File: src/rtl/reg_file_sb.sv
// Writeback-side register file with write-before-read bypass and a per-register
// pending-write scoreboard that raises a RAW-hazard stall toward ID.

module sb_cnt #(
  parameter int CNT_W = 2
) (
  input  logic             clk,
  input  logic             rst,
  input  logic             inc,
  input  logic             dec,
  output logic [CNT_W-1:0] cnt,
  output logic             err
);
  localparam logic [CNT_W-1:0] CNT_MAX = '1;

  // Saturate at both ends; the attempted step past a limit is the error event.
  assign err = (inc && !dec && cnt == CNT_MAX) || (dec && !inc && cnt == '0);

  always_ff @(posedge clk or posedge rst) begin
    if (rst)                                  cnt <= '0;
    else if (inc && !dec && cnt != CNT_MAX)   cnt <= cnt + 1'b1;
    else if (dec && !inc && cnt != '0)        cnt <= cnt - 1'b1;
  end
endmodule

module reg_file_sb #(
  parameter int DATA_W = 32,
  parameter int ADDR_W = 5,
  parameter int CNT_W  = 2
) (
  input  logic              clk,
  input  logic              rst,
  input  logic              wb_reg_write,
  input  logic [ADDR_W-1:0] wb_write_reg,
  input  logic [DATA_W-1:0] wb_data,
  input  logic [ADDR_W-1:0] id_rs,
  input  logic [ADDR_W-1:0] id_rt,
  output logic [DATA_W-1:0] id_rs_data,
  output logic [DATA_W-1:0] id_rt_data,
  input  logic              iss_valid,
  input  logic [ADDR_W-1:0] iss_dest,
  output logic              hazard_stall,
  output logic              sb_err,
  input  logic [ADDR_W-1:0] dbg_addr,
  output logic [DATA_W-1:0] dbg_data
);
  localparam int NUM_REGS = 2**ADDR_W;

  logic [NUM_REGS-1:0][DATA_W-1:0] regs;
  logic [NUM_REGS-1:0][CNT_W-1:0]  pend;
  logic [NUM_REGS-1:0]             err_vec;

  always_ff @(posedge clk or posedge rst) begin
    if (rst)                                   regs <= '0;
    else if (wb_reg_write && wb_write_reg != '0) regs[wb_write_reg] <= wb_data;
  end

  assign pend[0]    = '0;
  assign err_vec[0] = 1'b0;

  genvar r;
  generate
    for (r = 1; r < NUM_REGS; r++) begin : g_sb
      sb_cnt #(.CNT_W(CNT_W)) u_cnt (
        .clk (clk),
        .rst (rst),
        .inc (iss_valid && iss_dest == ADDR_W'(r)),
        .dec (wb_reg_write && wb_write_reg == ADDR_W'(r)),
        .cnt (pend[r]),
        .err (err_vec[r])
      );
    end
  endgenerate

  always_ff @(posedge clk or posedge rst) begin
    if (rst)           sb_err <= 1'b0;
    else if (|err_vec) sb_err <= 1'b1;
  end

  logic wb_hit_rs, wb_hit_rt, hz_rs, hz_rt;
  assign wb_hit_rs = wb_reg_write && wb_write_reg == id_rs && id_rs != '0;
  assign wb_hit_rt = wb_reg_write && wb_write_reg == id_rt && id_rt != '0;

  // A lone in-flight write landing this cycle is forwarded, so it does not stall.
  assign hz_rs = id_rs != '0 && pend[id_rs] != '0 &&
                 !(pend[id_rs] == CNT_W'(1) && wb_hit_rs);
  assign hz_rt = id_rt != '0 && pend[id_rt] != '0 &&
                 !(pend[id_rt] == CNT_W'(1) && wb_hit_rt);

  assign hazard_stall = !rst && (hz_rs || hz_rt);
  assign id_rs_data   = rst ? '0 : (wb_hit_rs ? wb_data : regs[id_rs]);
  assign id_rt_data   = rst ? '0 : (wb_hit_rt ? wb_data : regs[id_rt]);
  assign dbg_data     = rst ? '0 : regs[dbg_addr];
endmodule

File: config.mk
export PLATFORM = sky130hd
export DESIGN_NAME = reg_file_sb
export DESIGN_NICKNAME = d
export VERILOG_FILES = /design/src/rtl/reg_file_sb.sv
export SDC_FILE = /design/constraint.sdc
export NUM_CORES = 2
export LEC_CHECK = 0
export CORE_MARGIN = 2
export CORE_UTILIZATION = 58
export DETAILED_ROUTE_END_ITERATION = 8
export PLACE_DENSITY = 0.81
export RECOVER_POWER = 50
export SLEW_MARGIN = 20
export SYNTH_ARGS = -nofsm -noshare
export SYNTH_HDL_FRONTEND = slang
export SYNTH_SLANG_ARGS = --single-unit
File: constraint.sdc
create_clock -name clk -period 55.9 [get_ports clk]
set_input_delay 13.975 -clock clk [delete_from_list [all_inputs] [get_ports clk]]
set_output_delay 13.975 -clock clk [all_outputs]
set_load 0.05 [all_outputs]
## Yosys cells after proc, flatten, opt, wreduce, memory -nomap -nowiden

Cells that the tools add are included.

- Add/subtract/negate cells: 62
- $lt $le $gt $ge: 5
- Equality and inequality tests: 128
- Mux-type cells: 80
- Reduce and logical (&&, ||, !) cells: 457

Operator list:

| operator | number |
|---|---|
| $bwmux W1024 | 1 |
| $bmux W32 S5 | 3 |
| $mux W32 | 9 |
| $logic_and A1 B1 Y1 | 261 |
| $demux W32 S5 | 1 |
| $eq A5 B5 Y1 const B | 32 |
| $mux W2 | 64 |
| $reduce_bool A2 Y1 | 64 |
| $eq A5 B4 Y1 const B | 16 |
| $logic_not A1 Y1 | 65 |
| $add A2 B1 Y2 const B | 31 |
| $eq A2 B2 Y1 const B | 31 |
| $logic_not A2 Y1 | 31 |
| $ne A2 B2 Y1 const B | 31 |
| $sub A2 B1 Y2 const B | 31 |
| $eq A5 B3 Y1 const B | 8 |
| $logic_or A1 B1 Y1 | 32 |
| $reduce_or A31 Y1 | 1 |
| $lt A5 B6 Y1 const B | 4 |
| $bmux W2 S5 | 2 |
| $eq A5 B2 Y1 const B | 4 |
| $reduce_bool A5 Y1 | 3 |
| $eq A5 B1 Y1 const B | 2 |
| $eq A5 B5 Y1 | 2 |
| 2 further kinds | 3 |

- Flip-flop bits (word level): 1087
- Bits of input ports: 61
- Output and inout bits: 98
- Logic and storage cells: 796

## Logic depth before layout (Yosys ltp)

- Depth after elaboration: 8
- Gate-level depth with buffers: 10
- Mapped depth without buffers: 6

## Modules after synthesis

A second synthesis with hierarchy kept.

- Cell total of the unflattened synthesis: 5488
- Area, all modules: 68202.9 µm²

By module, submodules not included:

| module | instances | cells an instance | area an instance (µm²) | seq. area each (µm²) |
|---|---|---|---|---|
| reg_file_sb | 1 | 5023 | 64401.8 | 25649.6 |
| sb_cnt | 31 | 15 | 122.6 | 50.0 |

## Worst setup path after synthesis

OpenSTA, ideal clock, no wires.

- Path type: input to output
- Start: input port id_rs[0]
- End: output port id_rs_data[10]
- Data arrival time: 16.469 ns
- Data required time: 41.925 ns
- Path slack: 25.456 ns
- Stages: 9
- Buffers on the path: 4
- Cell sequence: buf_6 -> buf_6 -> buf_4 -> nor4_1 -> nand2b_1 -> nand2_1 -> buf_2 -> nor2_1 -> a211oi_1

- Longest elaborated chain between the ends: 5
- Elaborated cells on any way between the ends: 8

RTL lines:

| item | line | source |
|---|---|---|
| start, declared | 36 | `input logic [ADDR_W-1:0] id_rs,` |
| branches (longest 3 deep; another with $bmux W32 S5) | n/a |  |
| $mux W32 * (2 in series) | 91 | `assign id_rs_data = rst ? '0 : (wb_hit_rs ? wb_data : regs[id_rs]);` |
| end, declared | 38 | `output logic [DATA_W-1:0] id_rs_data,` |

Every way passes the cells marked *. The select of a mux whose other input is x is not followed.

## Worst setup path after layout

- Start: input port rst
- End: output port dbg_data[4]

- Longest elaborated chain between the ends: 1

RTL lines:

| item | line | source |
|---|---|---|
| start, declared | 32 | `input logic rst,` |
| $mux W32 | 93 | `assign dbg_data = rst ? '0 : regs[dbg_addr];` |
| end, declared | 45 | `output logic [DATA_W-1:0] dbg_data` |

No other way between the ends.

==> summary.md <==
| Metric | Value |
|---|---|
| Yosys cell types | `54` |
| Rows | `125` |
| Core area | `116000 um2` |
| DIE WIDTH | `346 um` |
| Top post-synthesis cells by area | `dfrtp_1, mux4_2, mux2_2` |
| Clk root buf | `clkbuf_16` |
| Syn. warnings | `0` |
| DP Worst Slack | `22.60 ns` |
| Reg-to-reg slack, setup | `53.97 ns` |
| Syn Area/Cell | `15.4 um2` |
| Failing checks | `capacitance limit, slew limit` |
| Slew HR | `-3.82` |
| Final #Nets | `4283` |
| CTS H-tree depth | `3` |
| Critical Path Start | `rst` |
| Starting Density | `0.584` |
| Initial antenna violation count | `2` |
| Die H | `346 um` |
| CTS tree | `done` |
| Post-synthesis sequential area ratio | `0.401` |
| Worst-path fanout max | `40` |
| Synth Register Bits | `1087` |
| Global Route Usage Sum | `0.332` |
| Post-DP HPWL | `106000 um` |
| Setup-failing EPs final | `0` |
| Vias per inst | `7.60` |
| Outcome | `complete, but fails checks` |
| Met3 usage | `0.0818` |
| Layer with the highest usage | `met2` |
| Wirelength per Cell | `33.6 um` |
| Crit. End Element | `primary output` |
| RR Endpoint | `sb_err` |
| Met1 Use GR | `0.461` |
| Worst reg-to-reg path cell count | `6` |
| Post-synth top flop | `dfrtp_1` |
| Worst-Skew Late Latency | `0.72 ns` |
| Worst R2R Start | `g_sb[23].u_cnt.cnt[1]` |
| Final hold violation count | `0` |
| Largest family of logic cells by synthesized area | `multiplexers` |
| Post-synthesis mux area share | `0.509` |
| CP required | `41.92 ns` |
| VDD IR max | `0.0000229 V` |
| Iteration-0 DRC count of the detailed router | `6161` |
| Clk slew on worst S/H paths | `0.06 ns` |
| Total Wirelength | `196000 um` |
| Fmax | `29.2 MHz` |
| Detail Route Antenna Nets | `0` |
| Layout overhead on the synthesized area | `8.62%` |
| Layout Utilization | `0.635` |
| Worst Setup EP | `dbg_data[4]` |
| Power Total | `2.57 mW` |
| Adder-cell share of the synthesized area | `0` |
| Fin Hold WS | `0.416 ns` |
| Synth top area share | `0.401` |
| Largest net degree at the start of global routing | `192` |
| Synthesized instance count | `4396` |
| Syn nets | `4457` |
| Share of layout cells above drive strength 1 | `0.531` |
| Gpl congestion | `0.900` |
| Worst-Margin Slew | `7.22 ns` |
| Final Max Slew Viols | `1386` |
| Critical path arrival | `20.31 ns` |
| Clk sinks | `1087` |
| Largest buffer count on any clock path | `3` |
| Pwr dens | `34.9 nW/um2` |
| Synth Area in Simple Gates | `0.0281` |
| TritonCTS Buffers | `114` |
| GRT met2 Usage | `0.509` |
| Critical Path Start Type | `input port` |
| Fraction of registers with async set or reset after synthesis | `1.00` |
| Placed Cells | `5627` |
| Area of the die | `120000 um2` |
| Xor and xnor area share after synthesis | `0.00116` |
| Vias post-DR | `44.4k` |
| Post-Layout Cell Count | `5843` |
| Vias in the first global route | `45.7k` |
| Cell Area, Placed | `69900 um2` |
| RSZ-0062 raised after global routing | `no` |
| Leak | `30.1 nW` |
| Setup TNS | `0 ns` |
| Residual DRC count | `0` |
| Worst Path Class, Setup | `in -> out` |
| Period utilization | `0.613` |
| Final instance area | `73700 um2` |
| First-pass GRT wire length | `297000 um` |
| Area fraction in compound gates after synthesis | `0.0265` |
| Ports | `159` |
| Synth area leader | `dfrtp_1` |
| Synthesized area | `67800 um2` |
| Fin crit period | `34.29 ns` |
| Number of synthesized flops with an enable pin | `0` |
| Hold crit path type | `reg -> reg` |
| Final setup margin | `21.61 ns` |
| Grt ovf | `0` |
| Port-buffer cells | `158` |
| Hold_buf cts | `0` |
| Post-CTS sizing | `0` |
| Max Cap Violations | `31` |
| Drt first pass iters | `6` |
| Worst Skew | `0.0285 ns` |
| Post-CTS setup buffer count | `0` |
==> cell type report <==
type / count / area (um2)
Antenna cell: 2 / 5.00
Fill cell: 7968 / 42400
Multi-Input combinational cell: 2767 / 38400
Sequential cell: 1087 / 27200
Inverter: 19 / 72.6
Clock buffer: 162 / 3360
Timing Repair Buffer: 233 / 2060
Tap cell: 1524 / 1910
Clock inverter: 49 / 708
==> synth_stat cells, drive strengths merged, types with 3 or more instances <==
cell type,count
o311ai,3
clkbuf,305
nor4bb,3
o22ai,5
nand2,72
inv,19
a21oi,53
mux2i,106
buf,218
nand3b,3
nand3,20
or2,14
mux2,996
nand4b,6
or3,19
nor4,7
xor2,7
a31oi,4
nand4,11
o21ai,47
o2111ai,6
nor2,191
nor3,8
nand2b,15
a211oi,101
and2,12
nand4bb,3
o211ai,27
a32oi,8
nor2b,4
and4b,3
mux4,987
dfrtp,1087
o211a,3
==> worst max-delay path, stage by stage <==
cell,delay (ns)
clkbuf_1,1.98
clkbuf_1,1.35
clkbuf_1,1.65
nor2_1,0.42
clkdlybuf4s50_1,0.84
==> logic make-up (layout without fill, tap and decap cells) <==
kind of cell	Yosys count	after routing
other cells	0	2
compound gates	269	269
flops	1087	1087
simple gates	400	400
mux	2089	2089
xor+xnor	9	9
buf+inv	542	463
==> sequential cells by signal (all words and copies together), names as in the netlist <==
signal          cells
sb_err              1
g_sb.u_cnt.cnt     62
regs             1024
==> metal layers <==
| layer | vias up | share of wire |
|---|---|---|
| li1 | 17300 | - |
| met1 | 23700 | 0.37 |
| met2 | 2899 | 0.47 |
| met3 | 509 | 0.11 |
| met4 | 0 | 0.045 |
| met5 | - | 0 |
==> power breakdown <==
| part | leakage [nW] | total (mW) | internal, mW | switching (mW) |
|---|---|---|---|---|
| Sequential | 13.9 | 1.09 | 0.936 | 0.154 |
| Clock | 2.01 | 0.825 | 0.491 | 0.334 |
| Combinational | 14.2 | 0.657 | 0.397 | 0.260 |
| Total | 30.1 | 2.57 | 1.82 | 0.747 |
==> how the worst min path moves through the flow <==
stage,to,slack (ns),startpoint,depth (start not counted)
finish,regs[19],0.42,regs[19],0
global placement,regs[9],0.39,regs[9],0
detailed placement,regs[16],0.40,regs[16],0
global route,regs[9],0.43,regs[9],0
CTS,regs[7],0.42,regs[7],0
floorplan,regs[0],0.46,regs[0],1
==> placed cells by master, fill, tap and decap left out, types with 7 or more instances in the layout <==
master,instances
a211oi_1,101
a21oi_1,53
a32oi_1,8
and2_1,10
buf_2,18
buf_4,58
bufinv_16,16
clkbuf_1,37
clkbuf_16,117
clkbuf_8,26
clkdlybuf4s50_1,120
clkinv_2,21
dfrtp_1,1087
inv_1,18
mux2_2,996
mux2i_1,106
mux4_2,987
nand2_1,64
nand2_4,8
nand2b_1,15
nand3_1,20
nand4_1,11
nor2_1,187
nor3_1,8
nor4_1,7
o211ai_1,27
o21ai_0,47
or2_2,14
or3_1,19
xor2_1,7
Note: power is estimated with default switching activity, not from simulation.
